===== config.mk =====
export PLATFORM = sky130hd
export DESIGN_NAME = ex_stage
export DESIGN_NICKNAME = d
export VERILOG_FILES = /design/src/rtl/ex_stage.sv
export SDC_FILE = /design/constraint.sdc
export NUM_CORES = 2
export LEC_CHECK = 0
export ABC_CLOCK_PERIOD_IN_PS = 3550
export CORE_MARGIN = 3
export CORE_UTILIZATION = 45
export DETAILED_ROUTE_END_ITERATION = 10
export PLACE_DENSITY_LB_ADDON = 0.15
export SLEW_MARGIN = 20
export SYNTH_ARGS = -nofsm -noshare
export SYNTH_HDL_FRONTEND = slang
export SYNTH_SLANG_ARGS = --single-unit

===== constraint.sdc =====
create_clock -name clk -period 3.55 [get_ports clk]
set_input_delay 0.71 -clock clk [delete_from_list [all_inputs] [get_ports clk]]
set_output_delay 0.71 -clock clk [all_outputs]
set_load 0.02 [all_outputs]

===== src/rtl/ex_stage.sv =====
// ex_stage: execute stage of the pipeline.
//
// Computes the ALU result for RV32I ALU ops and RV32M multiply (single cycle) and
// divide/remainder (iterative restoring division, one quotient bit per cycle).
// Holds the EX/MEM pipeline register that feeds the memory stage.
//
// Ports
//   clk, rst_n                 clock (rising edge), asynchronous active-low reset
//   alu_1_opr_i, alu_2_opr_i   ALU operands A and B
//   alu_op_i, alu_flag_i       operation code and SUB/SRA variant select
//   advance_pc_i .. reg_src_i  instruction fields carried to the memory stage
//   stall_o                    1 = upstream must hold every *_i stable
//   *_o (remaining)            EX/MEM pipeline register outputs
module ex_stage #(
    parameter int unsigned XLEN = 32
) (
    input  logic            clk,
    input  logic            rst_n,
    input  logic [XLEN-1:0] alu_1_opr_i,
    input  logic [XLEN-1:0] alu_2_opr_i,
    input  logic [3:0]      alu_op_i,
    input  logic            alu_flag_i,
    input  logic [XLEN-1:0] advance_pc_i,
    input  logic [XLEN-1:0] reg_2_data_i,
    input  logic            reg_write_i,
    input  logic [4:0]      reg_write_data_addr_i,
    input  logic            mem_write_i,
    input  logic [1:0]      mem_width_i,
    input  logic            mem_sign_extend_i,
    input  logic [1:0]      reg_src_i,
    output logic            stall_o,
    output logic [XLEN-1:0] alu_result_o,
    output logic [XLEN-1:0] advance_pc_o,
    output logic [XLEN-1:0] reg_2_data_o,
    output logic            reg_write_o,
    output logic [4:0]      reg_write_data_addr_o,
    output logic            mem_write_o,
    output logic [1:0]      mem_width_o,
    output logic            mem_sign_extend_o,
    output logic [1:0]      reg_src_o
);

    localparam int unsigned ShW  = $clog2(XLEN);
    localparam int unsigned CntW = ShW + 1;

    typedef enum logic [1:0] {StIdle, StBusy, StDone} state_e;

    state_e state_q, state_d;

    // ------------------------------------------------------------------------
    // Single-cycle ALU and multiplier
    // ------------------------------------------------------------------------
    logic [ShW-1:0]    shamt;
    logic [XLEN-1:0]   alu_res;
    logic              mul_a_signed;
    logic              mul_b_signed;
    logic [2*XLEN-1:0] mul_a;
    logic [2*XLEN-1:0] mul_b;
    logic [2*XLEN-1:0] product;
    logic              is_div;

    assign shamt  = alu_2_opr_i[ShW-1:0];
    assign is_div = (alu_op_i[3:2] == 2'b11);

    // Sign-extending both operands to 2*XLEN makes one truncated multiply cover
    // MUL, MULH, MULHSU and MULHU.
    assign mul_a_signed = (alu_op_i == 4'd9) || (alu_op_i == 4'd10);
    assign mul_b_signed = (alu_op_i == 4'd9);
    assign mul_a   = {{XLEN{mul_a_signed & alu_1_opr_i[XLEN-1]}}, alu_1_opr_i};
    assign mul_b   = {{XLEN{mul_b_signed & alu_2_opr_i[XLEN-1]}}, alu_2_opr_i};
    assign product = mul_a * mul_b;

    always_comb begin
        alu_res = '0;
        case (alu_op_i)
            4'd0:  alu_res = alu_flag_i ? alu_1_opr_i - alu_2_opr_i
                                        : alu_1_opr_i + alu_2_opr_i;
            4'd1:  alu_res = alu_1_opr_i << shamt;
            4'd2:  alu_res = {{(XLEN-1){1'b0}},
                              ($signed(alu_1_opr_i) < $signed(alu_2_opr_i))};
            4'd3:  alu_res = {{(XLEN-1){1'b0}}, (alu_1_opr_i < alu_2_opr_i)};
            4'd4:  alu_res = alu_1_opr_i ^ alu_2_opr_i;
            4'd5:  alu_res = alu_flag_i ? XLEN'($signed(alu_1_opr_i) >>> shamt)
                                        : alu_1_opr_i >> shamt;
            4'd6:  alu_res = alu_1_opr_i | alu_2_opr_i;
            4'd7:  alu_res = alu_1_opr_i & alu_2_opr_i;
            4'd8:  alu_res = product[XLEN-1:0];
            4'd9,
            4'd10,
            4'd11: alu_res = product[2*XLEN-1:XLEN];
            default: alu_res = '0;
        endcase
    end

    // ------------------------------------------------------------------------
    // Iterative divider
    // ------------------------------------------------------------------------
    logic [XLEN-1:0] div_rem_q, div_rem_d;
    logic [XLEN-1:0] div_quo_q, div_quo_d;  // dividend shifts out, quotient shifts in
    logic [XLEN-1:0] div_dsr_q, div_dsr_d;
    logic [XLEN-1:0] div_dnd_q, div_dnd_d;  // raw dividend for the special cases
    logic [CntW-1:0] div_cnt_q, div_cnt_d;
    logic            div_unsigned_q, div_unsigned_d;
    logic            div_is_rem_q, div_is_rem_d;
    logic            div_neg_q_q, div_neg_q_d;
    logic            div_neg_r_q, div_neg_r_d;
    logic            div_zero_q, div_zero_d;
    logic            div_ovf_q, div_ovf_d;

    logic            a_neg;
    logic            b_neg;
    logic [XLEN:0]   rem_shift;
    logic [XLEN:0]   rem_diff;
    logic [XLEN-1:0] quo_fix;
    logic [XLEN-1:0] rem_fix;
    logic [XLEN-1:0] div_res;

    assign a_neg = ~alu_op_i[0] & alu_1_opr_i[XLEN-1];
    assign b_neg = ~alu_op_i[0] & alu_2_opr_i[XLEN-1];

    // Restoring step: subtract the divisor from the shifted partial remainder and
    // keep the difference only when it does not go negative.
    assign rem_shift = {div_rem_q, div_quo_q[XLEN-1]};
    assign rem_diff  = rem_shift - {1'b0, div_dsr_q};

    assign quo_fix = div_neg_q_q ? '0 - div_quo_q : div_quo_q;
    assign rem_fix = div_neg_r_q ? '0 - div_rem_q : div_rem_q;

    always_comb begin
        div_res = div_is_rem_q ? rem_fix : quo_fix;
        if (div_zero_q) begin
            div_res = div_is_rem_q ? div_dnd_q : '1;
        end else if (div_ovf_q) begin
            div_res = div_is_rem_q ? '0 : div_dnd_q;
        end
    end

    // ------------------------------------------------------------------------
    // Control FSM and EX/MEM register next state
    // ------------------------------------------------------------------------
    logic [XLEN-1:0] alu_result_d;
    logic            reg_write_d;
    logic            mem_write_d;

    assign stall_o = rst_n && ((state_q == StBusy) || (state_q == StIdle && is_div));

    always_comb begin
        state_d        = state_q;
        div_rem_d      = div_rem_q;
        div_quo_d      = div_quo_q;
        div_dsr_d      = div_dsr_q;
        div_dnd_d      = div_dnd_q;
        div_cnt_d      = div_cnt_q;
        div_unsigned_d = div_unsigned_q;
        div_is_rem_d   = div_is_rem_q;
        div_neg_q_d    = div_neg_q_q;
        div_neg_r_d    = div_neg_r_q;
        div_zero_d     = div_zero_q;
        div_ovf_d      = div_ovf_q;
        alu_result_d   = alu_res;
        reg_write_d    = reg_write_i;
        mem_write_d    = mem_write_i;

        unique case (state_q)
            StIdle: begin
                if (is_div) begin
                    state_d        = StBusy;
                    div_rem_d      = '0;
                    div_quo_d      = a_neg ? '0 - alu_1_opr_i : alu_1_opr_i;
                    div_dsr_d      = b_neg ? '0 - alu_2_opr_i : alu_2_opr_i;
                    div_dnd_d      = alu_1_opr_i;
                    div_cnt_d      = '0;
                    div_unsigned_d = alu_op_i[0];
                    div_is_rem_d   = alu_op_i[1];
                    div_neg_q_d    = a_neg ^ b_neg;
                    div_neg_r_d    = a_neg;
                    div_zero_d     = (alu_2_opr_i == '0);
                    div_ovf_d      = ~alu_op_i[0]
                                     && (alu_1_opr_i == {1'b1, {(XLEN-1){1'b0}}})
                                     && (alu_2_opr_i == '1);
                    alu_result_d   = '0;
                    reg_write_d    = 1'b0;
                    mem_write_d    = 1'b0;
                end
            end
            StBusy: begin
                if (!rem_diff[XLEN]) begin
                    div_rem_d = rem_diff[XLEN-1:0];
                    div_quo_d = {div_quo_q[XLEN-2:0], 1'b1};
                end else begin
                    div_rem_d = rem_shift[XLEN-1:0];
                    div_quo_d = {div_quo_q[XLEN-2:0], 1'b0};
                end
                div_cnt_d = div_cnt_q + 1'b1;
                if (div_cnt_q == CntW'(XLEN - 1)) begin
                    state_d = StDone;
                end
                alu_result_d = '0;
                reg_write_d  = 1'b0;
                mem_write_d  = 1'b0;
            end
            StDone: begin
                // Upstream advances on this edge, so the held fields still belong
                // to the divide.
                state_d      = StIdle;
                alu_result_d = div_res;
            end
            default: state_d = StIdle;
        endcase
    end

    always_ff @(posedge clk or negedge rst_n) begin
        if (!rst_n) begin
            state_q               <= StIdle;
            div_rem_q             <= '0;
            div_quo_q             <= '0;
            div_dsr_q             <= '0;
            div_dnd_q             <= '0;
            div_cnt_q             <= '0;
            div_unsigned_q        <= 1'b0;
            div_is_rem_q          <= 1'b0;
            div_neg_q_q           <= 1'b0;
            div_neg_r_q           <= 1'b0;
            div_zero_q            <= 1'b0;
            div_ovf_q             <= 1'b0;
            alu_result_o          <= '0;
            advance_pc_o          <= '0;
            reg_2_data_o          <= '0;
            reg_write_o           <= 1'b0;
            reg_write_data_addr_o <= '0;
            mem_write_o           <= 1'b0;
            mem_width_o           <= '0;
            mem_sign_extend_o     <= 1'b0;
            reg_src_o             <= '0;
        end else begin
            state_q               <= state_d;
            div_rem_q             <= div_rem_d;
            div_quo_q             <= div_quo_d;
            div_dsr_q             <= div_dsr_d;
            div_dnd_q             <= div_dnd_d;
            div_cnt_q             <= div_cnt_d;
            div_unsigned_q        <= div_unsigned_d;
            div_is_rem_q          <= div_is_rem_d;
            div_neg_q_q           <= div_neg_q_d;
            div_neg_r_q           <= div_neg_r_d;
            div_zero_q            <= div_zero_d;
            div_ovf_q             <= div_ovf_d;
            alu_result_o          <= alu_result_d;
            advance_pc_o          <= advance_pc_i;
            reg_2_data_o          <= reg_2_data_i;
            reg_write_o           <= reg_write_d;
            reg_write_data_addr_o <= reg_write_data_addr_i;
            mem_write_o           <= mem_write_d;
            mem_width_o           <= mem_width_i;
            mem_sign_extend_o     <= mem_sign_extend_i;
            reg_src_o             <= reg_src_i;
        end
    end

    // The sign mode is folded into the latched magnitudes; keep it for debug visibility.
    logic unused_div_unsigned;
    assign unused_div_unsigned = div_unsigned_q;

endmodule


==> metrics.md <==
| Metric | Value |
|---|---|
| Final Hold Viols | `0` |
| Minimum clock period | `just under 8 ns` |
| Share of layout cells above drive strength 1 | `about a quarter` |
| Final period utilization | `220.2%` |
| Max Fclk | `approximately 130 MHz` |
| Initial Util | `45.37%` |
| Fin Clk Skew | `0.02690 ns` |
| Drt wl/cell | `~28 µm` |
| Placed cell count | `9932` |
| Critical path class | `in2reg` |
| Slowest CP cell | `fa_2` |
| Most used cell, CP | `fa_1` |
| # IOs | `approximately 260` |
| Worst-margin pin slew | `0.9567 ns` |
| CTS Buf Count | `28` |
| Hold WS | `0.4799 ns` |
| Number of fillers in the final layout | `11885` |
| Reg2reg start | `div_rem_q[5]` |
| CP endpoint | `alu_result_o[31]` |
| Vias per cell | `about 5.7` |
| Area delta synth->final | `31.35%` |
| DRC viols | `0` |
| Setup Viol. Count Final | `32` |
| Post-synth EDFFs | `0` |
| Cell Area, Synth | `0.05980 mm²` |
| DRT Wirelength | `roughly 280000 µm` |
| Crit path DAT | `8.29 ns` |
| Via Count | `between 50000 and 60000` |
| Fin nets | `9941` |
| GRT Util Overall | `~41%` |
| Max_cap viols | `0` |
| Max_slew headroom | `approximately 36%` |
| Worst-skew pair later-pin latency | `0.61 ns` |
| DRT Pass-1 Iters | `6` |
| Pre-CTS setup slack | `-5.779 ns` |
| Die H | `~370 µm` |
| Most common cell in the synthesized netlist | `inv_1` |
| FFs w/ async S/R, synth | `100.0%` |
| GRT overflow | `0` |
| Top_reg_cell synth | `dfrtp_1` |
| Max stage delay on crit path | `between 0.6 and 0.7 ns` |
| Clock H-tree levels | `1` |
| Post-synth top area cell | `fa_1` |
| Syn nets | `8695` |
| TritonCTS clock tree | `done` |
| #FFs+latches synth | `249` |
| Worst path required time | `between 4 and 5 ns` |
| DR iter-0 viols | `between 5000 and 6000` |
| Core footprint | `between 0.1 and 0.15 mm²` |
| Vias in the first global route | `about 59000` |
| First-pass GRT wire length | `between 400000 and 500000 µm` |
| Crit path max fanout | `7` |
| Clock tree sinks | `roughly 250` |
| Most instantiated cells after synthesis | `inv_1 (1345), fa_1 (1128), nand2_1 (1066)` |
| R2R Path End | `alu_result_o[10]` |
| Clock Tree Buf Depth | `3` |
| R2R cell count | `10` |
| Die Area | `roughly 0.14 mm²` |
| Tightest Hold Check Type | `reg2reg` |
| Status | `complete, but fails checks` |
| Non-filler cells, final | `approximately 10000` |
| Cells after Synth | `between 7000 and 8000` |
| Routability-driven placement congestion ratio | `roughly 1.0` |
| I/O Buffers | `between 200 and 300` |
| Remaining antenna violation count | `0` |
| Setup TNS Final | `-128.11 ns` |
| HP Start | `div_dsr_q[10]` |
| Crit path launch type | `input port` |
| Clock slew at reported path FFs | `about 0.070 ns` |
| Post-DP HPWL | `approximately 230000 µm` |
| Largest net degree at the start of global routing | `136` |
| Count of cell types in the netlist | `80` |
| Worst setup margin | `-4.268 ns` |
| Yosys top cell area share | `between 30% and 40%` |
| RSZ-0062 raised after global routing | `true` |
| Initial antenna violation count | `17` |
| Failing checks | `negative setup slack` |
| Root Buffer | `clkbuf_16` |
| CP startpoint | `alu_op_i[0]` |
| Die width | `~370 µm` |
| Crit end category | `register` |
| Seq/Total Area, Yosys | `10.42%` |
| Max-slew violations | `0` |
| Yosys Warn Count | `0` |
| Reg2reg setup slack | `~0.10 ns` |
| Synthesized area per cell | `between 8 and 9 µm²` |
| Rows | `about 130` |
| Largest cells by area after synthesis | `fa_1 (38%), dfrtp_1 (10%), inv_1 (8.4%), ha_1 (7.3%), nand2_1 (6.7%)` |
cell families after synthesis:
| group | after synthesis | synth area share, % |
|---|---|---|
| AO/OA/AOI/OAI | 1180 | 12.45 |
| XOR/XNOR | 243 | 3.559 |
| adder cells (fa/ha/maj) | 1475 | 45.02 |
| buffers and inverters | 1818 | 11.43 |
| flip-flops | 249 | 10.42 |
| multiplexers | 142 | 3.438 |
| AND/OR/NAND/NOR | 1966 | 13.68 |
final cells by class:
cell class,count,area [µm²],share of cell area (%)
multi-input cells,5006,48810,62.14
well taps,1755,2196,2.796
repair inverters,1,6.256,0.007965
repair buffers,1674,15010,19.11
clock inverters,17,284.0,0.3616
clock buffers,35,778.2,0.9908
inverters,1359,5218,6.642
diodes,5,12.51,0.01593
flip-flops and latches,249,6233,7.936
worst min path at each step:
stage	endpoint	slack, ns	cells after the start
detailed placement	div_dsr_q[10]	0.47	2
floorplan	advance_pc_o[0]	0.41	0
global placement	div_dsr_q[25]	0.46	2
global route	state_q[1]	0.52	1
finish	div_dsr_q[10]	0.48	2
CTS	div_dsr_q[10]	0.49	2
metrics by stage:
step	cell area, µm²	util [%]
2_1_floorplan	60190	-
5_1_grt	78540	59.59
3_5_place_dp	73690	55.91
3_3_place_gp	73690	55.91
6_report	78550	59.60
4_1_cts	77830	59.06
registers in the layout, summed over array words and instances, names as in the netlist, 6 cells and up:
signal        count
advance_pc_o     32
div_dnd_q        32
div_quo_q        32
div_cnt_q         6
div_rem_q        32
div_dsr_q        32
reg_2_data_o     32
alu_result_o     32
layout by cell type, fill, tap and decap left out, types with 22 or more instances in the layout:
| cell type | n |
|---|---|
| fa_1 | 1086 |
| o31ai_1 | 42 |
| o21ai_0 | 331 |
| dfrtp_1 | 247 |
| clkdlybuf4s50_1 | 187 |
| nor3_1 | 50 |
| mux2i_1 | 84 |
| nand2_1 | 1035 |
| xor2_1 | 70 |
| nand2b_1 | 26 |
| o211ai_1 | 38 |
| nand3_1 | 56 |
| nand4_1 | 32 |
| a31oi_1 | 33 |
| nor2b_1 | 25 |
| and2_1 | 22 |
| nor2_1 | 530 |
| fa_2 | 42 |
| nand2_2 | 28 |
| nor4_1 | 23 |
| ha_4 | 39 |
| buf_4 | 1227 |
| buf_6 | 102 |
| o22ai_1 | 43 |
| inv_1 | 1274 |
| inv_2 | 51 |
| a22oi_1 | 48 |
| xnor2_1 | 157 |
| a21oi_1 | 243 |
| mux4_2 | 50 |
| ha_1 | 303 |
| clkbuf_16 | 29 |
| a221oi_1 | 30 |
| a21o_1 | 42 |
| a21oi_2 | 31 |
| o21bai_1 | 22 |
| a211oi_1 | 25 |
| buf_12 | 108 |
metal layers:
| layer | vias up | global-route usage (%) | routed length (µm) |
|---|---|---|---|
| met5 | - | 0 | 54 |
| met4 | 8 | 22.82 | 19860 |
| met3 | 716 | 10.97 | 29760 |
| met2 | 2931 | 61.05 | 120900 |
| met1 | 29162 | 53.08 | 109600 |
| li1 | 24745 | - | - |
critical path: cells and delay by family:
kind | cells | cell delay, ns
compound gates | 6 | 1.16
xor+xnor | 1 | 0.16
fa+ha+maj | 9 | 4.42
buf+inv | 14 | 1.21
mux | 1 | 0.15
simple gates | 3 | 0.45
what timing repair did:
| action | CTS | global route |
|---|---|---|
| endpoints found under the hold margin | 37 | 0 |
| resized for setup | 556 | 157 |
| buffers inserted | 98 | 24 |
| hold buffers | 1 | 0 |
| gates cloned | 9 | 0 |
| setup endpoints to repair | 42 | 70 |
| pin swaps | 232 | 149 |
Power is not shown: default switching activity piles up to over one toggle a cycle in this logic, so the estimate is an artifact.
